===== src/rtl/reg_readout_tx.sv =====
// Debug readout transmitter: snapshots a 32-bit register on ctrl_start and shifts it
// out as NUM_BYTES consecutive 8N1 characters, least-significant byte first.
module reg_readout_tx #(
    parameter int CLKS_PER_BIT = 434,
    parameter int NUM_BYTES    = 4
) (
    input  logic        clock,
    input  logic        ctrl_reset,
    input  logic        ctrl_start,
    input  logic [31:0] data_in,
    output logic        ctrl_busy,
    output logic        ctrl_done,
    output logic        serial_out
);

    localparam int CNT_W = (CLKS_PER_BIT > 1) ? $clog2(CLKS_PER_BIT) : 1;
    localparam logic [CNT_W-1:0] BAUD_LAST = CNT_W'(CLKS_PER_BIT - 1);
    localparam logic [1:0]       LAST_BYTE = 2'(NUM_BYTES - 1);

    typedef enum logic [1:0] {
        IDLE,
        START_BIT,
        DATA_BITS,
        STOP_BIT
    } state_t;

    state_t           state_reg;
    logic [CNT_W-1:0] baud_cnt_reg;
    logic [2:0]       bit_idx_reg;
    logic [1:0]       byte_idx_reg;
    logic [31:0]      shadow_reg;
    logic [31:0]      capture_word;
    logic             baud_tick;

    // Bytes beyond NUM_BYTES are never transmitted, so they are captured as zero.
    generate
        for (genvar gi = 0; gi < 4; gi++) begin : g_capture
            if (gi < NUM_BYTES) begin : g_used
                assign capture_word[8*gi +: 8] = data_in[8*gi +: 8];
            end else begin : g_unused
                assign capture_word[8*gi +: 8] = 8'h00;
            end
        end
    endgenerate

    assign baud_tick = (baud_cnt_reg == BAUD_LAST);

    always_ff @(posedge clock or posedge ctrl_reset) begin
        if (ctrl_reset) begin
            state_reg    <= IDLE;
            baud_cnt_reg <= '0;
            bit_idx_reg  <= '0;
            byte_idx_reg <= '0;
            shadow_reg   <= '0;
            ctrl_busy    <= 1'b0;
            ctrl_done    <= 1'b0;
            serial_out   <= 1'b1;
        end else begin
            ctrl_done <= 1'b0;
            case (state_reg)
                IDLE: begin
                    serial_out <= 1'b1;
                    ctrl_busy  <= 1'b0;
                    if (ctrl_start) begin
                        shadow_reg   <= capture_word;
                        byte_idx_reg <= '0;
                        bit_idx_reg  <= '0;
                        baud_cnt_reg <= '0;
                        state_reg    <= START_BIT;
                        serial_out   <= 1'b0;
                        ctrl_busy    <= 1'b1;
                    end
                end

                START_BIT: begin
                    if (baud_tick) begin
                        baud_cnt_reg <= '0;
                        bit_idx_reg  <= '0;
                        state_reg    <= DATA_BITS;
                        serial_out   <= shadow_reg[{byte_idx_reg, 3'd0}];
                    end else begin
                        baud_cnt_reg <= baud_cnt_reg + 1'b1;
                    end
                end

                DATA_BITS: begin
                    if (baud_tick) begin
                        baud_cnt_reg <= '0;
                        if (bit_idx_reg == 3'd7) begin
                            state_reg  <= STOP_BIT;
                            serial_out <= 1'b1;
                        end else begin
                            bit_idx_reg <= bit_idx_reg + 3'd1;
                            serial_out  <= shadow_reg[{byte_idx_reg, bit_idx_reg + 3'd1}];
                        end
                    end else begin
                        baud_cnt_reg <= baud_cnt_reg + 1'b1;
                    end
                end

                STOP_BIT: begin
                    if (baud_tick) begin
                        baud_cnt_reg <= '0;
                        if (byte_idx_reg != LAST_BYTE) begin
                            // Next character follows immediately, no idle gap.
                            byte_idx_reg <= byte_idx_reg + 2'd1;
                            state_reg    <= START_BIT;
                            serial_out   <= 1'b0;
                        end else begin
                            byte_idx_reg <= '0;
                            state_reg    <= IDLE;
                            ctrl_busy    <= 1'b0;
                            ctrl_done    <= 1'b1;
                        end
                    end else begin
                        baud_cnt_reg <= baud_cnt_reg + 1'b1;
                    end
                end

                default: begin
                    state_reg  <= IDLE;
                    serial_out <= 1'b1;
                    ctrl_busy  <= 1'b0;
                end
            endcase
        end
    end

endmodule


===== config.mk =====
export PLATFORM = sky130hd
export DESIGN_NAME = reg_readout_tx
export DESIGN_NICKNAME = d
export VERILOG_FILES = /design/src/rtl/reg_readout_tx.sv
export SDC_FILE = /design/constraint.sdc
export NUM_CORES = 1
export LEC_CHECK = 0
export CELL_PAD_IN_SITES_DETAIL_PLACEMENT = 1
export CELL_PAD_IN_SITES_GLOBAL_PLACEMENT = 1
export CORE_ASPECT_RATIO = 2
export CORE_MARGIN = 2
export CORE_UTILIZATION = 45
export CTS_BUF_LIST = sky130_fd_sc_hd__clkbuf_4 sky130_fd_sc_hd__clkbuf_8 sky130_fd_sc_hd__clkbuf_16
export DETAILED_ROUTE_END_ITERATION = 8
export GPL_TIMING_DRIVEN = 0
export MAX_ROUTING_LAYER = met4
export PLACE_DENSITY = 0.78
export SETUP_SLACK_MARGIN = 0.2
export SLEW_MARGIN = 20
export SYNTH_ARGS = -nofsm -noshare
export SYNTH_HDL_FRONTEND = slang
export SYNTH_SLANG_ARGS = --single-unit

===== constraint.sdc =====
create_clock -name clock -period 6.2 [get_ports clock]
set_input_delay 1.24 -clock clock [delete_from_list [all_inputs] [get_ports clock]]
set_output_delay 1.24 -clock clock [all_outputs]
set_load 0.01 [all_outputs]

==> impl_results.md <==
- Status: finished, final reports clean
- Die footprint: 6580 µm²
- Slowest stage delay, CP: 0.53 ns
- Core ar.: 5710 µm²
- Rel. slew slack: 0.583
- Max FFs per register: 32
- First-pass GRT wire length: 10.3 mm
- Crit path max-delay family: buffers and inverters
- Critical-path maximum fanout: 10
- Syn nets: 259
- Post-synth ARST share: 1.00
- Synth warn: 0
- Drt pass-1 iters: 3
- Hold WC Path Type: register to register
- Switching pwr: 0.448 mW
- Layout cells sized above 1: 0.262
- CP required: 6.37 ns
- Reg2Reg Setup Slack: 3.74 ns
- DIE HEIGHT: 113 µm
- Largest net degree at the start of global routing: 35
- Post-CTS resize count: 0
- R2R depth: 7
- Hold Startpoint: shadow_reg[9]
- # H-tree levels: 2
- Synth Register Bits: 51
- # DRC: 0
- Clk slew on worst S/H paths: 0.07 ns
- Starting Density: 0.466
- Crit Path Category: input pin to register
- Distinct cells, synth: 46
- Via count: 1896
- Area contributors post-synth: dfrtp_1 (47%), mux2_2 (14%), mux4_2 (5.1%)
- I/O Buffers: 37
- FF/Latch Area: 1280 µm²
- Filler cells: 592
- Reg2Reg Launch Point: bit_idx_reg[0]
- Cts hold-fix bufs: 0
- CTS buffer count: 5
- Setup Fix Bufs, Post-CTS: 0
- Leakage: 1.38 nW
- Cell Int Power: 0.962 mW
- Commonest cells after routing, fill and taps aside: dfrtp_1 (50), clkdlybuf4s50_1 (37), mux2_2 (34)
- Number of max-cap violations: 0
- Final min period: 2.78 ns
- Routed vias/inst: 5.91
- Total gr overflow: 0
- Clock Power Share: 0.228
- Core Util, Final: 0.578
- Finished Layout Cells: 321
- PwrDens: 427 nW/µm²
- Area of the multi-input gates: 1310 µm²
- Worst Setup Start Kind: input pin
- Final Hold Viols: 0
- Final GP Congestion: 0.775
- Ant. Diodes: 0
- Crit path buffers/inverters: 2
- Placed insts: 313
- DRT antenna net count: 0
- Area growth from synthesis to layout: 24.1%
- WL per Instance: 18.8 µm
- Post-Syn Instances: 214
- Primary FF master, synth: dfrtp_1
- Tcrit/Tclk final: 0.449
- RSZ-0062 raised after global routing: no
- Commonest non-fill, non-tap cell in the layout: dfrtp_1
- Die Width: 58.4 µm
- CTS tree: done
- Routed WL: 6.04 mm
- Reg power frac: 0.404
- Final nets: 304
- Initial antenna violation count: 0
- Crit Reg-Reg Endpoint: serial_out
- Post-Route Setup TNS: 0 ns
- Critical path capture point type: register
- DR iter-0 viols: 50
- Worst Skew: 0.00410 ns
- Area leader, netlist: dfrtp_1
- Maximum root-to-sink buffer count: 2
- Worst hold path cell count: 1
- Final setup vio count: 0
- Switching part of the total: 0.318
- CP cell instances: clkdlybuf4s50_1 -> nand2_1 -> buf_1 -> mux2_2
- DP HPWL: 4.74 mm
- Vias in the first global route: 2082
- Top cell type's share of synthesized area: 0.470
- WP data arrival: 2.96 ns
- Max frequency: 359 MHz
- Worst-Skew Late Latency: 0.29 ns
- CTS root buf: clkbuf_16
- Final slew viol count: 0
- Avg Cell Area, Syn: 12.4 µm²
- IO Count: 38
- Gr usage total: 0.213
- CP max stage cell: clkdlybuf4s50_1
- Hold Path Sink: shadow_reg[9]
- Slew @ Worst Pin: 0.623 ns
- Number of synthesized flops with an enable pin: 0
- Register area share after synthesis: 0.480
- Std cell rows: 39
- Peak supply drop: 0.297 mV
- Clock Sinks: 51
- Comb power frac: 0.368
- Mapped cell area: 2660 µm²
[Yosys cell counts, drive strengths merged (2+ instances only)]
library cell,n
clkbuf,4
ha,10
a22o,6
o22ai,2
and3,5
a21oi,3
o21ai,18
nand3,3
nand2,12
nor2b,2
mux4,6
nor4,2
inv,7
nor3b,2
nor2,11
mux2i,9
buf,6
dfrtp,50
mux2,36
nand2b,3
[routing by layer]
metal,vias up,GRT usage,routed length (µm)
met1,971,0.207,2050
li1,880,-,-
met5,-,-,0
met3,12,0.0331,131
met2,33,0.398,3710
met4,0,0.0884,150
[through the flow]
step	setup WS [ns]	area, µm²	power (mW)	hold slack [ns]
6_report	3.42	3300	1.41	0.503
5_1_grt	3.31	3300	1.50	0.529
4_1_cts	3.39	3300	1.43	0.503
3_5_place_dp	3.10	3130	1.10	0.487
3_3_place_gp	2.71	3110	1.07	0.480
2_1_floorplan	3.73	2660	0.941	0.471
[kinds of logic after synthesis]
family                     share of synthesized area
AOI/OAI and AO/OA                              0.105
xor gates and xnor gates                     0.00329
adders and majority gates                     0.0470
buffers and inverters                         0.0282
DFF                                            0.480
muxes                                          0.240
and+or+nand+nor                               0.0964
[final cells by class]
type                       count  share of cell area
multi-input combinational    146               0.396
clock buffer                   6              0.0421
buffer                        10              0.0148
sequential                    51               0.387
timing repair buffer          38               0.118
inverter                       7             0.00796
clock inverter                 2              0.0106
tap                           61              0.0231
[worst register-to-register path: cells and delay by family, from the launching register on]
| kind | cells | cell delay, ns |
|---|---|---|
| fa+ha+maj | 1 | 0.40 |
| flops | 1 | 0.40 |
| buf+inv | 1 | 0.30 |
| mux | 2 | 0.72 |
| compound gates | 3 | 0.56 |
[how the worst max path moves through the flow]
stage / startpoint / end / slack, ns / depth (start not counted)
2_1_floorplan: ctrl_reset / baud_cnt_reg[0] / 3.73 / 1
3_3_place_gp: ctrl_reset / shadow_reg[26] / 2.71 / 2
4_1_cts: ctrl_start / shadow_reg[28] / 3.39 / 4
5_1_grt: ctrl_start / shadow_reg[11] / 3.31 / 4
6_report: ctrl_start / shadow_reg[28] / 3.42 / 4
3_5_place_dp: ctrl_start / shadow_reg[24] / 3.10 / 4
[power groups by stage]
stage / Clock, mW / Combinational, mW / Sequential (mW)
4_1_cts: 0.330 / 0.529 / 0.571
3_3_place_gp: 0 / 0.505 / 0.566
3_5_place_dp: 0 / 0.524 / 0.577
2_1_floorplan: 0 / 0.399 / 0.542
6_report: 0.322 / 0.518 / 0.570
5_1_grt: 0.341 / 0.574 / 0.589
Note: power is estimated with default switching activity, not from simulation.
